`config.mk`:
```
export PLATFORM = sky130hd
export DESIGN_NAME = uart_rx
export DESIGN_NICKNAME = d
export VERILOG_FILES = /design/src/rtl/uart_pkg.sv /design/src/rtl/uart_rx_sync.sv /design/src/rtl/uart_rx.sv
export SDC_FILE = /design/constraint.sdc
export NUM_CORES = 1
export LEC_CHECK = 0
export ABC_AREA = 1
export CAP_MARGIN = 10
export CELL_PAD_IN_SITES_DETAIL_PLACEMENT = 0
export CELL_PAD_IN_SITES_GLOBAL_PLACEMENT = 1
export CORE_ASPECT_RATIO = 0.9
export CORE_UTILIZATION = 30
export CTS_CLUSTER_SIZE = 14
export DETAILED_ROUTE_END_ITERATION = 7
export PLACE_DENSITY = 0.59
export REMOVE_ABC_BUFFERS = 1
export SYNTH_ARGS = -nofsm -noshare
export SYNTH_HDL_FRONTEND = slang
export SYNTH_SLANG_ARGS = --single-unit
```
`constraint.sdc`:
```
create_clock -name clk -period 4.5 [get_ports clk]
set_clock_uncertainty 0.15 [all_clocks]
set_input_delay 0.45 -clock clk [delete_from_list [all_inputs] [get_ports clk]]
set_output_delay 0.45 -clock clk [all_outputs]
set_load 0.005 [all_outputs]
```
`src/rtl/uart_pkg.sv`:
```
// Shared constants and FSM state type for the 16x-oversampled UART receiver.
// Optional feature macro: UART_RX_PARITY_EN (adds the parity bit to the frame).
package uart_pkg;

  localparam int unsigned BIT_TICKS  = 16;
  localparam int unsigned HALF_TICKS = 8;

  localparam logic PARITYMODE_DEFAULT = 1'b0;

  typedef enum logic [2:0] {
    IDLE,
    START,
    DATA,
`ifdef UART_RX_PARITY_EN
    PARITY,
`endif
    STOP
  } rx_state_t;

endpackage

```
`src/rtl/uart_rx_sync.sv`:
```
// Two-flop synchronizer for the asynchronous rx line plus a one-cycle-delayed
// copy used to detect the falling edge that begins a start bit.
module uart_rx_sync (
  input  logic clk,
  input  logic rst,
  input  logic rx,
  output logic rx_s,
  output logic fall
);

  logic rx_meta_q, rx_meta_d;
  logic rx_s_q, rx_s_d;
  logic rx_d_q, rx_d_d;

  // Next-state for the synchronizer chain and the delayed copy.
  always_comb begin
    rx_meta_d = rx;
    rx_s_d    = rx_meta_q;
    rx_d_d    = rx_s_q;
  end

  // Flops reset high so an idle line does not look like an edge after reset.
  always_ff @(posedge clk or posedge rst) begin
    if (rst) begin
      rx_meta_q <= 1'b1;
      rx_s_q    <= 1'b1;
      rx_d_q    <= 1'b1;
    end else begin
      rx_meta_q <= rx_meta_d;
      rx_s_q    <= rx_s_d;
      rx_d_q    <= rx_d_d;
    end
  end

  assign rx_s = rx_s_q;
  assign fall = rx_d_q & ~rx_s_q;

endmodule

```
`src/rtl/uart_rx.sv`:
```
// UART receiver, 8 data bits LSB first, 16x oversampling, mid-bit sampling.
// Optional feature macro: UART_RX_PARITY_EN (parity bit after the data bits,
// checked against XOR(data) ^ PARITYMODE). Without it, parity_err is 0.
module uart_rx
  import uart_pkg::*;
#(
  parameter logic PARITYMODE = PARITYMODE_DEFAULT
) (
  input  logic       clk,
  input  logic       rst,
  input  logic       rx,
  output logic [7:0] dataout,
  output logic       rdsig,
  output logic       parity_err,
  output logic       frame_err,
  output logic       busy
);

  logic rx_s;
  logic fall;

  uart_rx_sync u_sync (
    .clk  (clk),
    .rst  (rst),
    .rx   (rx),
    .rx_s (rx_s),
    .fall (fall)
  );

  rx_state_t  state_q;
  logic [7:0] cnt_q;
  logic [2:0] idx_q;
  logic [7:0] shift_q;
  logic [7:0] dataout_q;
  logic       rdsig_q;
  logic       frame_err_q;
  logic       busy_q;
`ifdef UART_RX_PARITY_EN
  logic       perr_pend_q;
  logic       parity_err_q;
`endif

  // The start sample lands half a bit after the edge; every later sample is a
  // full bit after the previous one, so cnt wraps at each sample point.
  logic half_hit;
  logic bit_hit;
  assign half_hit = (cnt_q == 8'(HALF_TICKS - 1));
  assign bit_hit  = (cnt_q == 8'(BIT_TICKS - 1));

  // Receive FSM with registered result outputs.
  always_ff @(posedge clk or posedge rst) begin
    if (rst) begin
      state_q      <= IDLE;
      cnt_q        <= '0;
      idx_q        <= '0;
      shift_q      <= '0;
      dataout_q    <= '0;
      rdsig_q      <= 1'b0;
      frame_err_q  <= 1'b0;
      busy_q       <= 1'b0;
`ifdef UART_RX_PARITY_EN
      perr_pend_q  <= 1'b0;
      parity_err_q <= 1'b0;
`endif
    end else begin
      rdsig_q <= 1'b0;
      case (state_q)
        IDLE: begin
          cnt_q <= '0;
          if (fall) begin
            state_q <= START;
            busy_q  <= 1'b1;
          end
        end
        START: begin
          if (half_hit) begin
            cnt_q <= '0;
            idx_q <= '0;
            if (rx_s) begin
              state_q <= IDLE;
              busy_q  <= 1'b0;
            end else begin
              state_q <= DATA;
            end
          end else begin
            cnt_q <= cnt_q + 8'd1;
          end
        end
        DATA: begin
          if (bit_hit) begin
            cnt_q   <= '0;
            shift_q <= {rx_s, shift_q[7:1]};
            if (idx_q == 3'd7) begin
`ifdef UART_RX_PARITY_EN
              state_q <= PARITY;
`else
              state_q <= STOP;
`endif
            end else begin
              idx_q <= idx_q + 3'd1;
            end
          end else begin
            cnt_q <= cnt_q + 8'd1;
          end
        end
`ifdef UART_RX_PARITY_EN
        PARITY: begin
          if (bit_hit) begin
            cnt_q       <= '0;
            perr_pend_q <= rx_s ^ (^shift_q) ^ PARITYMODE;
            state_q     <= STOP;
          end else begin
            cnt_q <= cnt_q + 8'd1;
          end
        end
`endif
        STOP: begin
          if (bit_hit) begin
            cnt_q        <= '0;
            dataout_q    <= shift_q;
            frame_err_q  <= ~rx_s;
            rdsig_q      <= 1'b1;
            busy_q       <= 1'b0;
            state_q      <= IDLE;
`ifdef UART_RX_PARITY_EN
            parity_err_q <= perr_pend_q;
`endif
          end else begin
            cnt_q <= cnt_q + 8'd1;
          end
        end
        default: begin
          state_q <= IDLE;
          cnt_q   <= '0;
          busy_q  <= 1'b0;
        end
      endcase
    end
  end

  assign dataout   = dataout_q;
  assign rdsig     = rdsig_q;
  assign frame_err = frame_err_q;
  assign busy      = busy_q;
`ifdef UART_RX_PARITY_EN
  assign parity_err = parity_err_q;
`else
  // Parity disabled: the parameter is kept for a uniform interface only.
  assign parity_err = PARITYMODE & 1'b0;
`endif

endmodule

```
# Word level (Yosys, flattened, before mapping)
# Cells that the tools add are included.
# op_classes
add_sub_neg	2
multipliers	0
div_mod_pow	0
n_lt_le_gt_ge	0
n_eq_ne	13
shifts	0
mux	21
bitwise_logic	3
n_reduce_logical	8
# ops
cell	count
2-to-1 mux 3 bit	8
2-to-1 mux 8 bit	2
case mux 8 bit (2 select lines)	1
inequality test 2 bit (second input constant)	6
case mux 3 bit (4 select lines)	1
AND reduction 5 bit	2
adder 8 x 1 -> 8 bit (second input constant)	1
equality test 8 x 3 -> 1 bit (second input constant)	1
equality test 8 x 4 -> 1 bit (second input constant)	1
equality test 3 x 2 -> 1 bit (second input constant)	2
2-to-1 mux 1 bit	6
case mux 3 bit (2 select lines)	1
case mux 1 bit (4 select lines)	1
AND reduction 2 bit	2
AND reduction 4 bit	1
adder 3 x 1 -> 3 bit (second input constant)	1
equality test 3 x 1 -> 1 bit (second input constant)	1
equality test 3 bit (second input constant)	1
logical NOT 3 bit	1
2-to-1 mux 2 bit	1
inequality test 2 x 1 -> 1 bit (second input constant)	1
NOT 1 bit	2
nonzero test 2 bit	1
OR reduction 2 bit	1
bitwise AND 1 bit	1
# totals
register_bits	36
latchBits	0
mem_bits_rw	0
romBits	0
inputBits	3
out_inout_bits	12
mem_count	0

# Longest topological paths before layout
# Gate-level depths: netlist of run 1.
# logic_depth
word_depth	4
mapped_depth	9
mapped_depth_nobuf	9

# By module
# From an unflattened synthesis of run 1, not the netlist that was laid out.
# unflattened
hier_cells	172
hier_area_um2	1626.6
# by_module_without_submodules
module	instances	cells_each	area_each_um2	seq_area_each_um2
uart_rx	1	166	1534.0	800.8
uart_rx_sync	1	6	92.6	78.8

# Least setup slack after synthesis of run 1
# OpenSTA, ideal clock, no wires.
# synth_path
path_kind	register -> register
startpoint	register cnt_q[0]
endpoint	register dataout_q[1] (netlist: dataout[1])
setup_time_ns	0.118
arrival_ns	1.238
required_ns	4.232
path_slack_ns	2.994
path_stages_with_launch	8
n_path_buf	1
period_less_slack_ns	1.506
path_cell_list	dfrtp_1 > ha_1 > nand3_4 > nor2_8 > nand2_4 > buf_6 > nand2_2 > o21ai_2
# synth_between
elab_chain_len	2
# synth_lines
item	line	text
start, declared	uart_rx.sv:31	logic [7:0] cnt_q;
start signal, assigned	uart_rx.sv:86	cnt_q <= cnt_q + 8'd1;
start signal, assigned	uart_rx.sv:103	cnt_q <= cnt_q + 8'd1;
start signal, assigned	uart_rx.sv:129	cnt_q <= cnt_q + 8'd1;
equality test 8 x 4 -> 1 bit	uart_rx.sv:48	assign bit_hit = (cnt_q == 8'(BIT_TICKS - 1));
AND reduction 2 bit (no source line)	-	
end signal, assigned	uart_rx.sv:120	dataout_q <= shift_q;
end, declared	uart_rx.sv:34	logic [7:0] dataout_q;
# No other way between the ends.
# A chain may end at the register's enable or synchronous reset.

# Worst setup path in the final report of run 1
# layout_path
startpoint	register dataout_q[1] (netlist: dataout[1])
endpoint	output port dataout[1]
# layout_rtl
item	line	text
end, declared	uart_rx.sv:12	output logic [7:0] dataout,
# No word-level cell between the ends.

==> results of run 1 <==
## cell families (layout without fill, tap and decap cells)
group / count (synthesis) / count (layout) / synth area share, %
xor+xnor: 4 / 4 / 2.141
buf+inv: 26 / 45 / 7.110
other cells: 1 / 1 / 0.2291
fa+ha+maj: 3 / 3 / 2.294
flops: 35 / 35 / 53.75
simple gates: 79 / 79 / 23.16
compound gates: 24 / 24 / 11.31
## cell usage after synthesis, types with 3 or more instances
master | n | area [sq um]
ha_1 | 3 | 37.54
nor2_1 | 19 | 71.32
dfrtp_1 | 32 | 800.8
nand2_1 | 43 | 161.4
nand2_2 | 4 | 25.02
inv_1 | 23 | 86.33
nand3_1 | 5 | 25.02
dfstp_2 | 3 | 78.83
xor2_1 | 3 | 26.28
o21ai_0 | 4 | 20.02
o21ai_2 | 16 | 140.1
## report_power, final
part	switching (mW)	internal, mW
logic	0.115	0.0625
registers	0.0280	0.344
clock network	0.104	0.123
## state kept, by name, summed over array words and instances (netlist names)
register          count
u_sync.rx_s           1
u_sync.rx_meta_q      1
busy                  1
dataout               8
shift_q               8
frame_err             1
u_sync.rx_d_q         1
idx_q                 3
cnt_q                 8
rdsig                 1
state_q               2
## layer usage
metal,share of wire (%),GRT usage (%),up-vias
li1,-,-,569
met1,47,13.21,520
met2,48,19.09,16
met3,3.7,3.899,4
met4,1.2,4.960,0
met5,0,0,-
## final cells by class
type	instances	area [sq um]
clock inverters	1	5.005
repair buffers	14	137.6
multi-input cells	111	640.6
inverters	23	86.33
clock buffers	7	86.33
flip-flops and latches	35	879.6
well taps	67	83.83
fillers	554	3336
## how the worst max path moves through the flow
stage / endpoint / startpoint / depth (start not counted)
after floorplan: state_q[1] / cnt_q[0] / 8
after global placement: state_q[1] / cnt_q[0] / 8
after detailed placement: state_q[1] / cnt_q[0] / 8
after CTS: dataout[1] / dataout[1] / 1
after global routing: dataout[1] / dataout[1] / 1
final: dataout[1] / dataout[1] / 1
## metrics by stage
step / instances / hold WS (ns) / worst slack (ns) / util, % / instance area, sq um
3_5_place_dp: 250 / 0.1968 / 2.857 / 34.79 / 1828
5_1_grt: 258 / 0.2159 / 2.688 / 36.52 / 1919
4_1_cts: 258 / 0.2065 / 2.734 / 36.52 / 1919
3_3_place_gp: 250 / 0.1960 / 2.906 / 34.79 / 1828
2_1_floorplan: 169 / 0.1952 / 3.014 / - / 1607
6_report: 258 / 0.2067 / 2.751 / 36.52 / 1919
==> results.md, run 1 <==
* Run status: completed
* Drt total wl at around 2800 um
* Worst Reg-to-Reg Cells at 6
* Die ar. at 0.005755 sq mm
* First-pass GRT wire length at 4926 um
* Cts bufs inserted at 5
* Hold buffers post-CTS at 0
* Final setup TNS at 0 ns
* Post-synthesis cell type count at 26
* Most common cell after layout, fill and taps aside: nand2_1
* Grt total ovfl at 0
* Worst-case clock buffer depth at 2
* CP startpoint kind: flop
* Worst R2R Start: cnt_q[0]
* Power Dens Cells at 404.7 mW/mm^2
* Synthesized area at 0.001637 sq mm
* Setup Buffers After CTS at 0
* CP delay by family, top: buffers and inverters
* I/O Buffers at 13
* Tmin final at ~1.7 ns
* CP endpoint kind: output port
* Post-synthesis instance total at 172
* Crit path kind: reg -> out
* Mean routed wirelength per cell at roughly 11 um
* DRT antenna net count at 0
* Crit path required time at 3.90 ns
* Yosys Warn Count at 0
* CTS root buffer: clkbuf_8
* Peak VDD IR at 0.1940 mV
* Gpl congestion at roughly 0.85
* Initial antenna violation count at 0
* Period Utilization, post-route at 38.86%
* DP HPWL at 2031 um
* Max_cap viols at 0
* Gr usage total at about 11%
* Layout cells sized above 1 at 19.37%
* Max-slew violations at 0
* FP Rows at 25
* Crit-path slowest cell: clkdlybuf4s50_1
* Core Region at 0.005255 sq mm
* Reg2Reg Setup Slack at 2.86 ns
* Total Power at 0.7768 mW
* Yosys reg bits at 35
* H-tree Lvls at 2
* DR DRC count at 0
* Final net count at 196
* Leakage at 0.9446 nW
* CP arrival at 1.15 ns
* Critical-path cell list: clkdlybuf4s50_1
* Post-synthesis sequential area ratio at 53.75%
* Worst-path clk slew at 0.07 ns
* Hold Path End: u_sync.rx_s
* Critical path fanouts, max at 2
* Vias at 1109
* Hold crit path type: reg -> reg
* CTS tree: yes
* Initial Util at 31.14%
* First-pass iteration count of the detailed router at 4
* Buf+Inv Stages, Crit Path at 1
* Starting DRT DRC Count at 77
* Number of flops mapped to enable cells by yosys at 0
* Ports at 15
* # resized after CTS at 0
* Main flop type after synthesis: dfrtp_1
* Hold Crit Depth at 0
* Max incr delay on CP at 0.51 ns
* Most frequent cells in the layout: 43 x nand2_1, 32 x dfrtp_1, 23 x inv_1
* Reg-to-reg endpoint: cnt_q[3]
* Mapped Avg Cell Area at ~9.5 sq um
* Area delta synth->final at 17.28%
* Diode count at 0
* Die Ht at 72.07 um
* Largest net degree at the start of global routing at 36
* CTS Sinks at 35
* RSZ-0062 raised after global routing: false
* Final setup viols at 0
* Vias in the first global route at 1121
* Final hold vios at 0
* Clk Latency, worst-skew pair at 0.28 ns
* Highest clock rate at between 500 and 600 MHz
* Die X-Extent at 79.86 um
* Hold_sp: u_sync.rx_meta_q
* Vias per cell at 4.298
* Async set-reset flop share out of synthesis at between 90% and 100%
Note: power is estimated with default switching activity, not from simulation.
==> run 2, diff against run 1 <==
clock period = 1.73 ns   (was 4.5 ns; I/O delays follow)
==> results.md, run 2 (same netlist as run 1, synthesis figures left out) <==
* Crit path required time at 1.74 ns (-2.16 ns)
* Power Dens Cells at 1041 mW/mm^2 (+160%)
* DR DRC count at 0 (unchanged)
* First-pass iteration count of the detailed router at 4 (unchanged)
* Mean routed wirelength per cell at 10.41 um (-2.5%)
* Starting DRT DRC Count at 81 (+5.2%)
* I/O Buffers at 13 (unchanged)
* Drt total wl at 2695 um (-2.1%)
* Hold Slack at 0.09681 ns (-0.1098 ns)
* Tmin final at around 1.6 ns
* Die X-Extent at 79.86 um (unchanged)
* Area of the multi-input gates at 643.1 sq um (+0.39%)
* CTS Sinks at 35 (unchanged)
* Cts bufs inserted at 5 (unchanged)
* Critical path fanouts, max at 6 (+4)
* Crit path kind: reg -> reg
* CP startpoint kind: flop
* Vias in the first global route at 1119 (-0.18%)
* Total Power at 2.022 mW (+160%)
* Die Ht at 72.07 um (unchanged)
* Most common cell after layout, fill and taps aside: nand2_1
* # resized after CTS at 0 (unchanged)
* First-pass GRT wire length at 4988 um (+1.3%)
* CTS tree: yes
* Die ar. at 0.005755 sq mm (unchanged)
* Ports at 15 (unchanged)
* Worst-case clock buffer depth at 2 (unchanged)
* Hold buffers post-CTS at 0 (unchanged)
* Most frequent cells in the layout: 43 x nand2_1, 32 x dfrtp_1, 23 x inv_1
* Final setup viols at 0 (unchanged)
* Setup Buffers After CTS at 0 (unchanged)
* Final setup TNS at 0 ns (unchanged)
* Fillers at 536 (-3.2%)
* Hold crit path type: in -> async
* CTS root buffer: clkbuf_8
* FP Rows at 25 (unchanged)
* CP arrival at 1.59 ns (+0.44 ns)
* Max_cap viols at 0 (unchanged)
* Run status: completed
* Highest clock rate at 631.9 MHz
* Core Region at 0.005255 sq mm (unchanged)
* Gr usage total at 11.47% (+0.10 points)
* Period Utilization, post-route at 91.47%
* RSZ-0062 raised after global routing: false
* DP HPWL at 2017 um (-0.72%)
* Gpl congestion at 0.8745 (+2.7%)
* Layout cells sized above 1 at 20.31% (+0.94 points)
* Peak VDD IR at 0.4651 mV (+140%)
* Final hold vios at 0 (unchanged)
* Final net count at 197 (+0.51%)
* Reg area at 879.6 sq um (unchanged)
* Diode count at 0 (unchanged)
* Grt total ovfl at 0 (unchanged)
* CP endpoint kind: flop
* Initial Util at 31.14% (unchanged)
* Worst-path clk slew at 0.07 ns (about the same)
* Leakage at 0.9527 nW (+0.85%)
* Vias per cell at 4.317 (+0.42%)
* Largest net degree at the start of global routing at 36 (unchanged)
* DRT antenna net count at 0 (unchanged)
* Initial antenna violation count at 0 (unchanged)
* H-tree Lvls at 2 (unchanged)
* Max-slew violations at 0 (unchanged)
* Vias at 1118 (+0.81%)
* Area delta synth->final at 18.65%
* Clk Latency, worst-skew pair at 0.28 ns (about the same)
## run 2: cell types whose count changed in the layout (fill, tap and decap cells not counted), sizes merged
cell / before / now
buf: 1 / 2
## run 2: final timing paths
kind                            depth (start not counted)  slack, ns              from          endpoint
worst min register to register                          0       0.21  u_sync.rx_meta_q       u_sync.rx_s
max in group asynchronous                               3       1.08               rst  u_sync.rx_meta_q
worst max-delay path                                    6       0.15          cnt_q[0]          cnt_q[3]
worst min-delay path                                    3        0.1               rst        dataout[0]
worst max register to register                          6       0.15          cnt_q[0]          cnt_q[3]
min in group clk                                        1       0.15                rx  u_sync.rx_meta_q
## run 2: power by group
part / leakage, nW / switching [mW] / internal [mW]
sequential: 0.470 / 0.0768 / 0.894
combinational: 0.435 / 0.292 / 0.169
clock: 0.0482 / 0.269 / 0.321
## run 2: final cells by class
cell class	instances	area share, %
Multi-Input combinational cell	111	33.12
Tap cell	67	4.317
Timing Repair Buffer	15	8.119
Clock buffer	7	4.446
Sequential cell	35	45.30
Clock inverter	1	0.2577
Inverter	23	4.446
## run 2: per-stage QoR
| stage | cell area [sq um] | util (%) | setup WS [ns] | cells |
|---|---|---|---|---|
| finish | 1942 | 36.95 | 0.1475 | 259 |
| global route | 1942 | 36.95 | 0.002398 | 259 |
| CTS | 1939 | 36.90 | 0.09325 | 259 |
| detailed placement | 1848 | 35.17 | 0.1091 | 251 |
| global placement | 1848 | 35.17 | 0.1286 | 251 |
| floorplan | 1607 | - | 0.2443 | 169 |
## run 2: critical path, stage by stage, from the launching register on
cell and delay (ns):
dfrtp_1 0.37, ha_2 0.23, nand3_1 0.11, o21ai_0 0.23, o21ai_1 0.13, inv_1 0.17, nor2_1 0.07
## run 2: layer usage
layer	track usage [%]	part of all wire (%)	up-vias
met3	3.899	3.7	4
met4	4.563	1.4	0
li1	-	-	577
met5	0	0	-
met2	18.23	46	15
met1	14.39	48	522
==> run 3, diff against run 2 <==
SYNTH_HIERARCHICAL = 1   (was not set)
==> results.md, run 3 <==
* CP startpoint kind: flop
* Synthesized area at 0.001627 sq mm (-0.61%)
* Worst-path clk slew at 0.08 ns (about the same)
* Vias at 1119 (+0.089%)
* Hold Slack at 0.1152 ns (+0.01839 ns)
* DRT antenna net count at 0 (unchanged)
* Peak VDD IR at 0.4332 mV (-6.9%)
* Most frequent cells in the layout: 40 x nand2_1, 32 x dfrtp_1, 21 x inv_1, 21 x nor2_1, 15 x o21ai_2
* Vias in the first global route at 1146 (+2.4%)
* Grt total ovfl at 0 (unchanged)
* Largest cells by area after synthesis: dfrtp_1 49%, nand2_1 9.2%, o21ai_2 8.1%
* Number of flops mapped to enable cells by yosys at 0 (unchanged)
* Post-synthesis cell type count at 27 (+3.8%)
* Die ar. at 0.005721 sq mm (-0.60%)
* Fillers at 519 (-3.2%)
* Area delta synth->final at 18.85%
* Post-synth top area share at 49.23% (+0.30 points)
* Cts bufs inserted at 5 (unchanged)
* Synth area leader: dfrtp_1
* Largest net degree at the start of global routing at 33 (-8.3%)
* Gr usage total at 11.71% (+0.24 points)
* Hold buffers post-CTS at 0 (unchanged)
* Vias per cell at 4.337 (+0.48%)
* CTS root buffer: clkbuf_8
* Routing usage on met1 at 13.89% (-0.50 points)
* FP Rows at 25 (unchanged)
* Worst R2R Start: cnt_q[0]
* Final setup TNS at 0 ns (unchanged)
* Starting DRT DRC Count at 65 (-20%)
* Final net count at 196 (-0.51%)
* Run status: completed
* Yosys reg bits at 35 (unchanged)
* Buf+Inv Stages, Crit Path at 0 (-1)
* Tmin final at 1.591 ns (+0.008710 ns)
* Final hold vios at 0 (unchanged)
* Initial antenna violation count at 0 (unchanged)
* Main flop type after synthesis: dfrtp_1
* CTS tree: yes
* Power Dens Cells at 1113 mW/mm^2 (+6.9%)
* Mapped Avg Cell Area at 9.457 sq um (-0.61%)
* Placed cells at 250 (-0.40%)
* Drt total wl at 2835 um (+5.2%)
* Crit path from: cnt_q[0]
* Non-filler instance count after layout at 258 (-0.39%)
* Most numerous cell in the Yosys netlist: nand2_1
* Crit-path slowest cell: dfrtp_1
* DR DRC count at 0 (unchanged)
* Commonest cells post-synth: 40 x nand2_1, 32 x dfrtp_1, 22 x inv_1, 21 x nor2_1, 15 x o21ai_2
* Ports at 15 (unchanged)
* Most common cell after layout, fill and taps aside: nand2_1
* Post-synthesis sequential area ratio at 54.08% (+0.33 points)
* I/O Buffers at 13 (unchanged)
* Highest clock rate at 628.5 MHz (-0.55%)
* Layout cells sized above 1 at 20.94% (+0.63 points)
* Final setup viols at 0 (unchanged)
* Yosys Warn Count at 6 (+6)
* Core Region at 0.005224 sq mm (-0.60%)
* First-pass GRT wire length at 5002 um (+0.28%)
* CP arrival at 1.60 ns (about the same)
* Critical path fanouts, max at 18 (+12)
* DP HPWL at 2061 um (+2.2%)
* Setup Buffers After CTS at 0 (unchanged)
* Critical-path cell list: ha_2 > nand3_4 > nor2_8 > nand2_4 > nand2_1 > o21ai_2
* Mean routed wirelength per cell at 10.99 um (+5.6%)
* Die X-Extent at 79.62 um (-0.30%)
* Met3 Use GR at 3.822% (-0.078 points)
* Async set-reset flop share out of synthesis at 100.0% (unchanged)
* Max-slew violations at 0 (unchanged)
* Crit path kind: reg -> reg
* Hold crit path type: in -> async
* Post-synthesis instance total at 172 (unchanged)
* CTS Sinks at 35 (unchanged)
* Die Ht at 71.86 um (-0.30%)
* Gpl congestion at 0.8846 (+1.2%)
* CP endpoint kind: flop
* Max incr delay on CP at 0.38 ns (about the same)
* Diode count at 0 (unchanged)
* Grt peak-use layer: met2
* Met2 Use GR at 19.18% (+0.95 points)
* H-tree Lvls at 2 (unchanged)
* First-pass iteration count of the detailed router at 4 (unchanged)
* Leakage at 0.9302 nW (-2.4%)
* Max_cap viols at 0 (unchanged)
* RSZ-0062 raised after global routing: false
* CP delay by family, top: simple AND/OR/NAND/NOR gates
* Crit path required time at 1.74 ns (about the same)
* Period Utilization, post-route at 91.98% (+0.50 points)
* Worst-case clock buffer depth at 2 (unchanged)
* Clk Latency, worst-skew pair at 0.28 ns (about the same)
* Initial Util at 31.14% (about the same)
==> run 3: power breakdown <==
| group | leakage [nW] | internal (mW) | switching (mW) | total, mW |
|---|---|---|---|---|
| Sequential | 0.470 | 0.894 | 0.0794 | 0.974 |
| Clock | 0.0581 | 0.429 | 0.301 | 0.730 |
| Combinational | 0.403 | 0.162 | 0.286 | 0.448 |
==> run 3: cell type report <==
type | instances | area [sq um] | area share [%]
Sequential cell | 35 | 879.6 | 45.50
Inverter | 23 | 86.33 | 4.466
Tap cell | 67 | 83.83 | 4.337
Multi-Input combinational cell | 111 | 633.1 | 32.75
Clock inverter | 3 | 43.79 | 2.265
Clock buffer | 5 | 68.82 | 3.560
Timing Repair Buffer | 14 | 137.6 | 7.120
==> run 3: worst reg2reg max path, cell delays in order, from the launching register on <==
cell and delay (ns):
dfrtp_1 0.38, ha_2 0.24, nand3_4 0.13, nor2_8 0.20, nand2_4 0.18, nand2_1 0.13, o21ai_2 0.06
==> run 3: logic make-up after synthesis <==
| logic type | synth area share, % |
|---|---|
| AOI/OAI and AO/OA | 12.00 |
| xor gates and xnor gates | 2.154 |
| adders and majority gates | 2.308 |
| buffers and inverters | 7.154 |
| DFF | 54.08 |
| other | 0.2305 |
| and+or+nand+nor | 22.08 |
==> run 3: path summary, 6_finish.rpt <==
| check | end | slack [ns] | cells past startpoint |
|---|---|---|---|
| worst min-delay path | u_sync/rx_d_q | 0.12 | 2 |
| min in group clk | u_sync/rx_meta_q | 0.15 | 1 |
| worst max register to register | dataout[6] | 0.14 | 6 |
| worst min register to register | u_sync/rx_s | 0.21 | 0 |
| worst max-delay path | dataout[6] | 0.14 | 6 |
| max in group asynchronous | shift_q[3] | 0.99 | 3 |
==> run 3: metal layers <==
metal	share of wire, %	wire, um
met5	0	0
met4	0.71	20
met3	4.9	138
met2	50	1408
met1	45	1267
==> run 3: timing repair <==
action                                  in CTS  in global routing
resized for setup                            0                  2
endpoints found under the setup margin       0                 13
endpoints found under the hold margin        0                  0
==> run 3: per-stage QoR <==
stage	utilization [%]	instance area [sq um]	total power, mW	setup slack, ns
CTS	36.96	1931	2.184	0.06680
floorplan	-	1597	1.315	0.2498
detailed placement	34.80	1818	1.432	0.07828
global route	37.01	1933	2.313	0.01152
global placement	34.80	1818	1.421	0.1359
finish	37.01	1933	2.152	0.1388
